`config.mk`:
```
export PLATFORM = sky130hd
export DESIGN_NAME = snake_motion
export DESIGN_NICKNAME = d
export VERILOG_FILES = /design/src/rtl/snake_motion.sv
export SDC_FILE = /design/constraint.sdc
export NUM_CORES = 1
export LEC_CHECK = 0
export CORE_MARGIN = 4
export CORE_UTILIZATION = 25
export DETAILED_ROUTE_END_ITERATION = 8
export GPL_TIMING_DRIVEN = 0
export PLACE_DENSITY = 0.42
export SETUP_SLACK_MARGIN = 0.5
export SYNTH_ARGS = -nofsm -noshare
export SYNTH_HDL_FRONTEND = slang
export SYNTH_SLANG_ARGS = --single-unit
```
`constraint.sdc`:
```
create_clock -name clock -period 14.5 [get_ports clock]
set_clock_uncertainty 0.2 [all_clocks]
set_input_delay 2.9 -clock clock [delete_from_list [all_inputs] [get_ports clock]]
set_output_delay 2.9 -clock clock [all_outputs]
set_load 0.005 [all_outputs]
```
`src/rtl/snake_motion.sv`:
```
// Snake body engine: on each accepted frame tick, advances the head one cell in the
// latched direction, checks walls and self-collision, grows on food and shifts the body.
module snake_motion #(
  parameter int GRID_W   = 32,
  parameter int GRID_H   = 24,
  parameter int COORD_W  = 6,
  parameter int MAX_LEN  = 64,
  parameter int LEN_W    = 7,
  parameter int INIT_LEN = 3
) (
  input  logic               clock,
  input  logic               resetn,
  input  logic [31:0]        rstage,
  input  logic               isDrawing,
  input  logic [1:0]         dir_in,
  input  logic               dir_valid,
  input  logic [COORD_W-1:0] food_x,
  input  logic [COORD_W-1:0] food_y,
  input  logic [LEN_W-1:0]   rd_idx,
  output logic [COORD_W-1:0] rd_x,
  output logic [COORD_W-1:0] rd_y,
  output logic [COORD_W-1:0] head_x,
  output logic [COORD_W-1:0] head_y,
  output logic [LEN_W-1:0]   length,
  output logic               busy,
  output logic               ate,
  output logic               update_done,
  output logic               game_over
);
  localparam int IDX_W = $clog2(MAX_LEN);

  typedef enum logic [1:0] {IDLE, MOVE, CHECK, SHIFT} state_t;

  state_t             state, state_nxt;
  logic [COORD_W-1:0] body_x [MAX_LEN];
  logic [COORD_W-1:0] body_y [MAX_LEN];
  logic [1:0]         dir, pend_dir;
  logic               isd_d;
  logic [COORD_W-1:0] nx, ny, cand_x, cand_y;
  logic               grow, wall, hit, accept;
  logic [LEN_W-1:0]   idx, last;

  assign head_x = body_x[0];
  assign head_y = body_y[0];
  assign busy   = (state != IDLE);
  assign accept = isd_d & ~isDrawing & (rstage == 32'd2) & ~game_over & (state == IDLE);
  assign hit    = (body_x[idx[IDX_W-1:0]] == nx) && (body_y[idx[IDX_W-1:0]] == ny);

  // Candidate head for the pending direction, plus the wall test that forbids it.
  // NOTE: every always_comb output gets a default first so no latch can be inferred.
  always_comb begin
    cand_x = body_x[0];
    cand_y = body_y[0];
    wall   = 1'b0;
    unique case (pend_dir)
      2'b00: begin wall = (body_y[0] == '0);                      cand_y = body_y[0] - COORD_W'(1); end
      2'b01: begin wall = (body_x[0] == COORD_W'(GRID_W - 1));    cand_x = body_x[0] + COORD_W'(1); end
      2'b10: begin wall = (body_y[0] == COORD_W'(GRID_H - 1));    cand_y = body_y[0] + COORD_W'(1); end
      2'b11: begin wall = (body_x[0] == '0);                      cand_x = body_x[0] - COORD_W'(1); end
      default: ;
    endcase
  end

  always_comb begin
    state_nxt = state;
    unique case (state)
      IDLE:  if (accept) state_nxt = MOVE;
      MOVE:  state_nxt = wall ? IDLE : CHECK;
      CHECK: if (hit) state_nxt = IDLE;
             else if (idx == last) state_nxt = SHIFT;
      SHIFT: state_nxt = IDLE;
      default: state_nxt = IDLE;
    endcase
  end

  // NOTE: sequential state uses non-blocking assignments only, so every register sees
  // pre-edge values of the others regardless of statement order.
  always_ff @(posedge clock) begin
    if (!resetn) state <= IDLE;
    else         state <= state_nxt;
  end

  always_ff @(posedge clock) begin
    if (!resetn) begin
      // NOTE: the body store is reset element by element because the starting snake
      // must be visible through the read port right after reset.
      for (int i = 0; i < MAX_LEN; i++) begin
        body_x[i] <= (i < INIT_LEN) ? COORD_W'(GRID_W / 2 - i) : '0;
        body_y[i] <= (i < INIT_LEN) ? COORD_W'(GRID_H / 2)     : '0;
      end
      length      <= LEN_W'(INIT_LEN);
      dir         <= 2'b01;
      pend_dir    <= 2'b01;
      isd_d       <= 1'b0;
      ate         <= 1'b0;
      update_done <= 1'b0;
      game_over   <= 1'b0;
      rd_x        <= '0;
      rd_y        <= '0;
      nx          <= '0;
      ny          <= '0;
      grow        <= 1'b0;
      idx         <= '0;
      last        <= '0;
    end else begin
      isd_d       <= isDrawing;
      ate         <= 1'b0;
      update_done <= 1'b0;

      // A request that exactly reverses the committed heading is ignored.
      if (dir_valid && (dir_in != (dir ^ 2'b10))) pend_dir <= dir_in;

      unique case (state)
        MOVE: begin
          dir <= pend_dir;
          if (wall) begin
            game_over   <= 1'b1;
            update_done <= 1'b1;
          end else begin
            nx   <= cand_x;
            ny   <= cand_y;
            idx  <= LEN_W'(1);
            grow <= (cand_x == food_x) && (cand_y == food_y);
            // The tail cell vacates this move unless the snake grows.
            last <= ((cand_x == food_x) && (cand_y == food_y)) ? length - LEN_W'(1)
                                                               : length - LEN_W'(2);
          end
        end
        CHECK: begin
          if (hit) begin
            game_over   <= 1'b1;
            update_done <= 1'b1;
          end else begin
            idx <= idx + LEN_W'(1);
          end
        end
        SHIFT: begin
          for (int i = 1; i < MAX_LEN; i++) begin
            body_x[i] <= body_x[i-1];
            body_y[i] <= body_y[i-1];
          end
          body_x[0]   <= nx;
          body_y[0]   <= ny;
          update_done <= 1'b1;
          if (grow) begin
            ate <= 1'b1;
            if (length != LEN_W'(MAX_LEN)) length <= length + LEN_W'(1);
          end
        end
        default: ;
      endcase

      rd_x <= (rd_idx < LEN_W'(MAX_LEN)) ? body_x[rd_idx[IDX_W-1:0]] : '0;
      rd_y <= (rd_idx < LEN_W'(MAX_LEN)) ? body_y[rd_idx[IDX_W-1:0]] : '0;
    end
  end
endmodule

```
After elaboration in Yosys (flattened, before gate mapping)
Memory sizes are Yosys's and may differ from the RTL's. A register that Yosys moved wholly into a read port is not among the register bits.
Index checks and enable logic that the tools add are counted.

word-level totals
  logic and storage cells = 355
  memories = 2
  flip-flop bits (word level) = 44
  input port bits = 57
  output and inout bits = 35
  RAM bits = 768

memories
  memory  words  width  rd ports  clocked after memory_dff  write ports  line  source
  body_x  64     6      65        2                         64           35    logic [COORD_W-1:0] body_x [MAX_LEN];
  body_y  64     6      65        2                         64           36    logic [COORD_W-1:0] body_y [MAX_LEN];

cells by class
  $lt $le $gt $ge = 1
  reduce and logical (&&, ||, !) cells = 18
  muxes and demuxes = 155
  add/subtract/negate cells = 8
  equality and inequality tests = 22
  bitwise logic cells = 136

operator list
  cell                                                  number
  2-to-1 mux 6 bit                                      132
  OR 1 bit                                              128
  equality test 32 x 2 -> 1 bit, second input constant  1
  equality test 6 bit                                   4
  one-hot mux 6 bit (2 select lines)                    2
  2-to-1 mux 7 bit                                      3
  adder 7 x 1 -> 7 bit, second input constant           2
  one-hot mux 7 bit (2 select lines)                    1
  adder 6 x 1 -> 6 bit, second input constant           2
  equality test 6 x 5 -> 1 bit, second input constant   2
  logical NOT 6 bit                                     2
  subtractor 6 x 1 -> 6 bit, second input constant      2
  inequality test 2 bit, second input constant          5
  2-to-1 mux 1 bit                                      9
  AND reduction 3 bit                                   3
  equality test 2 bit, second input constant            4
  2-to-1 mux 2 bit                                      4
  one-hot mux 2 bit (4 select lines)                    1
  AND reduction 2 bit                                   4
  equality test 7 bit                                   1
  less-than comparator 7 bit, second input constant     1
  inequality test 7 bit, second input constant          1
  subtractor 7 x 1 -> 7 bit, second input constant      1
  subtractor 7 x 2 -> 7 bit, second input constant      1
  other kinds (12)                                      24

Logic depth before layout (Yosys ltp)
  depth in word-level cells = 7
  gate-level depth with buffers = 17
  depth with buffers taken out = 13

Worst setup path before layout
Ideal clock, no wire load.

  path kind = input to register
  start point = input port resetn
  end point = memory body_x[0][0], enable pin
  arrival = 12.537 ns
  setup time = 0.847 ns
  path slack = 0.915 ns
  data required time = 13.453 ns
  stages on the path = 3
  path buffers = 2
  cells stage by stage = clkbuf_1 -> clkbuf_1 -> nand2b_1

RTL lines
  what         line  source
  from (decl)  12    input logic resetn,
  to (decl)    35

==> metrics.csv <==
stage;metric;value;unit
outcome;status;finished, violations left;
outcome;failed_checks;max-capacitance violations, max-slew violations;
cells_and_area;final_cells;5992;
synth;synth_top_area_frac;0.280;
worst_hold_path;hold_depth;2;
timing;slew_headroom;-0.0875;
global_routing;grt_max_degree;63;
synth;syn_area_per_cell;12.9;um^2
power_and_ir_drop;pwr-share-clk;0.466;
synth;synthCells;3379;
worst_setup_path;worstPathArrival;7.32;ns
routing;drtIter0Drc;4712;
placed_design;hpwlAfterDp;148;mm
clock_network;ctsHoldBuffers;0;
worst_setup_path;crit_type;reg -> reg;
routing;finalWirelength;205;mm
floorplan;row_count;153;
cells_and_area;utilization;0.294;
clock_network;cts_buffers;102;
clock_network;htreeDepth;3;
timing;setup_tns;0;ns
floorplan;core;174000;um^2
cells_and_area;final_nets;3651;
timing;timing.final.ws_setup;7.56;ns
synth;ys_top_cells_by_area;edfxtp_1 28%, mux4_2 21%, dfxtp_1 19%, mux2i_1 11%, and3_1 5.7%;
global_routing;first_global_vias;31800;
synth;synth_area_leader_cell;edfxtp_1;
synth;synth-main-ff-cell;dfxtp_1;
timing;tightest_slew;1.63;ns
placed_design;pre_cts_slack;6.80;ns
synth;syn_area;43700;um^2
clock_network;cts.reportedPaths.clkPinSlew;0.06;ns
worst_hold_path;min-delay-start;dir[0]$_SDFFE_PN1N_;
clock_network;clockBufferDepth;3;
clock_network;cts_sinks;830;
routing;first_pass_iters;6;
cells_and_area;layout_common_cells;492 x mux2i_1, 422 x dfxtp_1, 416 x nor2_1, 408 x edfxtp_1, 403 x mux4_2;
timing;finalCritPeriodShare;0.479;
synth;async_flop_share;0;
worst_setup_path;r2r_slack;7.56;ns
synth;ys_ff_latch;830;
timing;slew_violations;87;
worst_setup_path;path_max_fanout;10;
placed_design;dp.cells;5798;
power_and_ir_drop;swShare;0.255;
placed_design;gp_congestion;0.938;
routing;vias_per_cell;5.59;
timing;min_period;6.94;ns
floorplan;start_util;0.252;
global_routing;grt-ovfl-total;0;
clock_network;insertion_delay;0.75;ns
power_and_ir_drop;p_int;4.15;mW
placed_design;io_buffers;87;
worst_hold_path;hold_end;dir[0]$_SDFFE_PN1N_;
worst_setup_path;startpoint_type;register;
timing;max_freq;144;MHz
timing;setup_viol;0;
clock_network;tritoncts;built;
floorplan;num_io_pins;92;
worst_setup_path;end_kind;register;
routing;wire_per_inst;34.2;um
synth;ys_seq_area_frac;0.473;
clock_network;postCtsResizedCells;0;
power_and_ir_drop;power.switching;1.42;mW
power_and_ir_drop;p_seq_frac;0.463;
global_routing;grt_antenna_before_repair;18;
global_routing;grt_pass1_wl;277;mm
power_and_ir_drop;peakVddDrop;0.0851;mV
synth;ys.warnings.count;0;
global_routing;gr-usage-all-layers;0.220;
timing;rsz0062_at_grt;no;
routing;postRouteAntennaNets;0;
floorplan;die_x;426;um
cells_and_area;mostFrequentLayoutCell;mux2i_1;
timing;final-hold-violation-count;0;
clock_network;post_cts_buffers;0;
run;maxCapViolCount;9;
synth;syn_nets;3453;
power_and_ir_drop;power.density;109;nW/um^2
floorplan;die_h;426;um
synth;synth_cell_types;76;
worst_setup_path;cp.required;14.88;ns
floorplan;die_area;182000;um^2
synth;synth-edff-count;408;
routing;post-route-drc-count;0;
cells_and_area;drive_gt1_frac;0.185;
power_and_ir_drop;combPwrFrac;0.071;
worst_hold_path;hp-class;reg -> reg;
power_and_ir_drop;p_leak;17.3;nW
clock_network;root_buffer;clkbuf_16;
routing;vias;33500;
worst_setup_path;reg2reg_depth;14;
cells_and_area;synthToLayoutAreaGrowth;16.7;%
## cell families (layout without fill, tap and decap cells)
logic type | count (synthesis) | after routing | share of synthesized area
AO/OA/AOI/OAI | 206 | 206 | 0.0342
XOR/XNOR | 64 | 64 | 0.0135
adder cells (fa/ha/maj) | 17 | 17 | 0.00504
buffers and inverters | 341 | 622 | 0.0328
flip-flops | 830 | 830 | 0.473
multiplexers | 902 | 902 | 0.322
other | 0 | 7 | 0
AND/OR/NAND/NOR | 1019 | 1019 | 0.119
## how the worst max path moves through the flow
stage                                        to  depth (start not counted)      start  slack [ns]
finish                                 register                         14   register        7.56
global route                           register                         14   register        7.64
CTS                          rd_x[5]$_SDFF_PN0_                          7  rd_idx[0]        7.60
detailed placement           rd_x[5]$_SDFF_PN0_                          7  rd_idx[0]        6.80
global placement    body_x[22][0]$_SDFFCE_PN0P_                          4     resetn       -6.74
floorplan            body_x[0][0]$_SDFFCE_PN0P_                          3     resetn        0.92
## power by group through the flow
stage,registers (mW),logic (mW),clock network [mW]
floorplan,2.62,0.210,0
global placement,2.67,0.382,0
detailed placement,2.63,0.388,0
CTS,2.58,0.389,2.63
global route,2.59,0.402,2.72
finish,2.58,0.395,2.59
## layer usage
layer	vias to the layer above	routed length [um]	GRT usage
met3	382	18600	0.0508
li1	13500	-	-
met2	1906	89000	0.330
met1	17700	87200	0.303
met5	-	0	0
met4	0	10500	0.0978
## through the flow
step | area (um^2) | power [mW] | hold WS, ns
final | 51000 | 5.57 | 0.317
after global routing | 51000 | 5.71 | 0.345
after CTS | 51000 | 5.59 | 0.315
after detailed placement | 47700 | 3.01 | 0.300
after global placement | 47500 | 3.05 | 0.294
after floorplan | 43700 | 2.83 | 0.226
## worst max-delay path, cell delays in order (launching register included)
cell and delay (ns):
dfxtp_1 0.31, buf_2 0.34, clkbuf_1 1.18, buf_2 0.59
buf_4 0.36, clkbuf_1 0.74, o41ai_1 0.26, a31oi_1 0.71
a31oi_1 0.14, xnor2_1 0.25, a2111oi_2 0.48, nand4_2 0.49
clkbuf_1 0.39, nand3_1 0.17, o211ai_1 0.12
## sequential cells by signal, summed over array words and instances, names as in the netlist, named ones only
register	cells
last	7
nx	6
state	2
body_y	384
ate	1
length	7
update_done	1
rd_y	6
body_x	384
ny	6
grow	1
idx	7
pend_dir	2
dir	2
rd_x	6
isd_d	1
game_over	1
## cells in the mapped netlist (25+ instances only)
cell and number:
xnor2_1 38, clkbuf_1 203, mux2i_1 492, buf_1 64, a21oi_1 25, o21ai_0 25, dfxtp_1 422, and3_1 400
nand2_1 51, nor2_1 416, nand3_1 28, mux4_2 403, edfxtp_1 408, buf_2 32, nor2b_1 29, a22oi_1 35
## final cells by class
| type | instances | area, um^2 |
|---|---|---|
| Buffer | 321 | 1390 |
| Inverter | 20 | 75.1 |
| Tap cell | 2325 | 2910 |
| Clock inverter | 53 | 417 |
| Clock buffer | 134 | 2870 |
| Antenna cell | 7 | 17.5 |
| Fill cell | 17900 | 123000 |
| Multi-Input combinational cell | 2208 | 21600 |
| Timing Repair Buffer | 94 | 1060 |
| Sequential cell | 830 | 20700 |
Note: power is estimated with default switching activity, not from simulation.
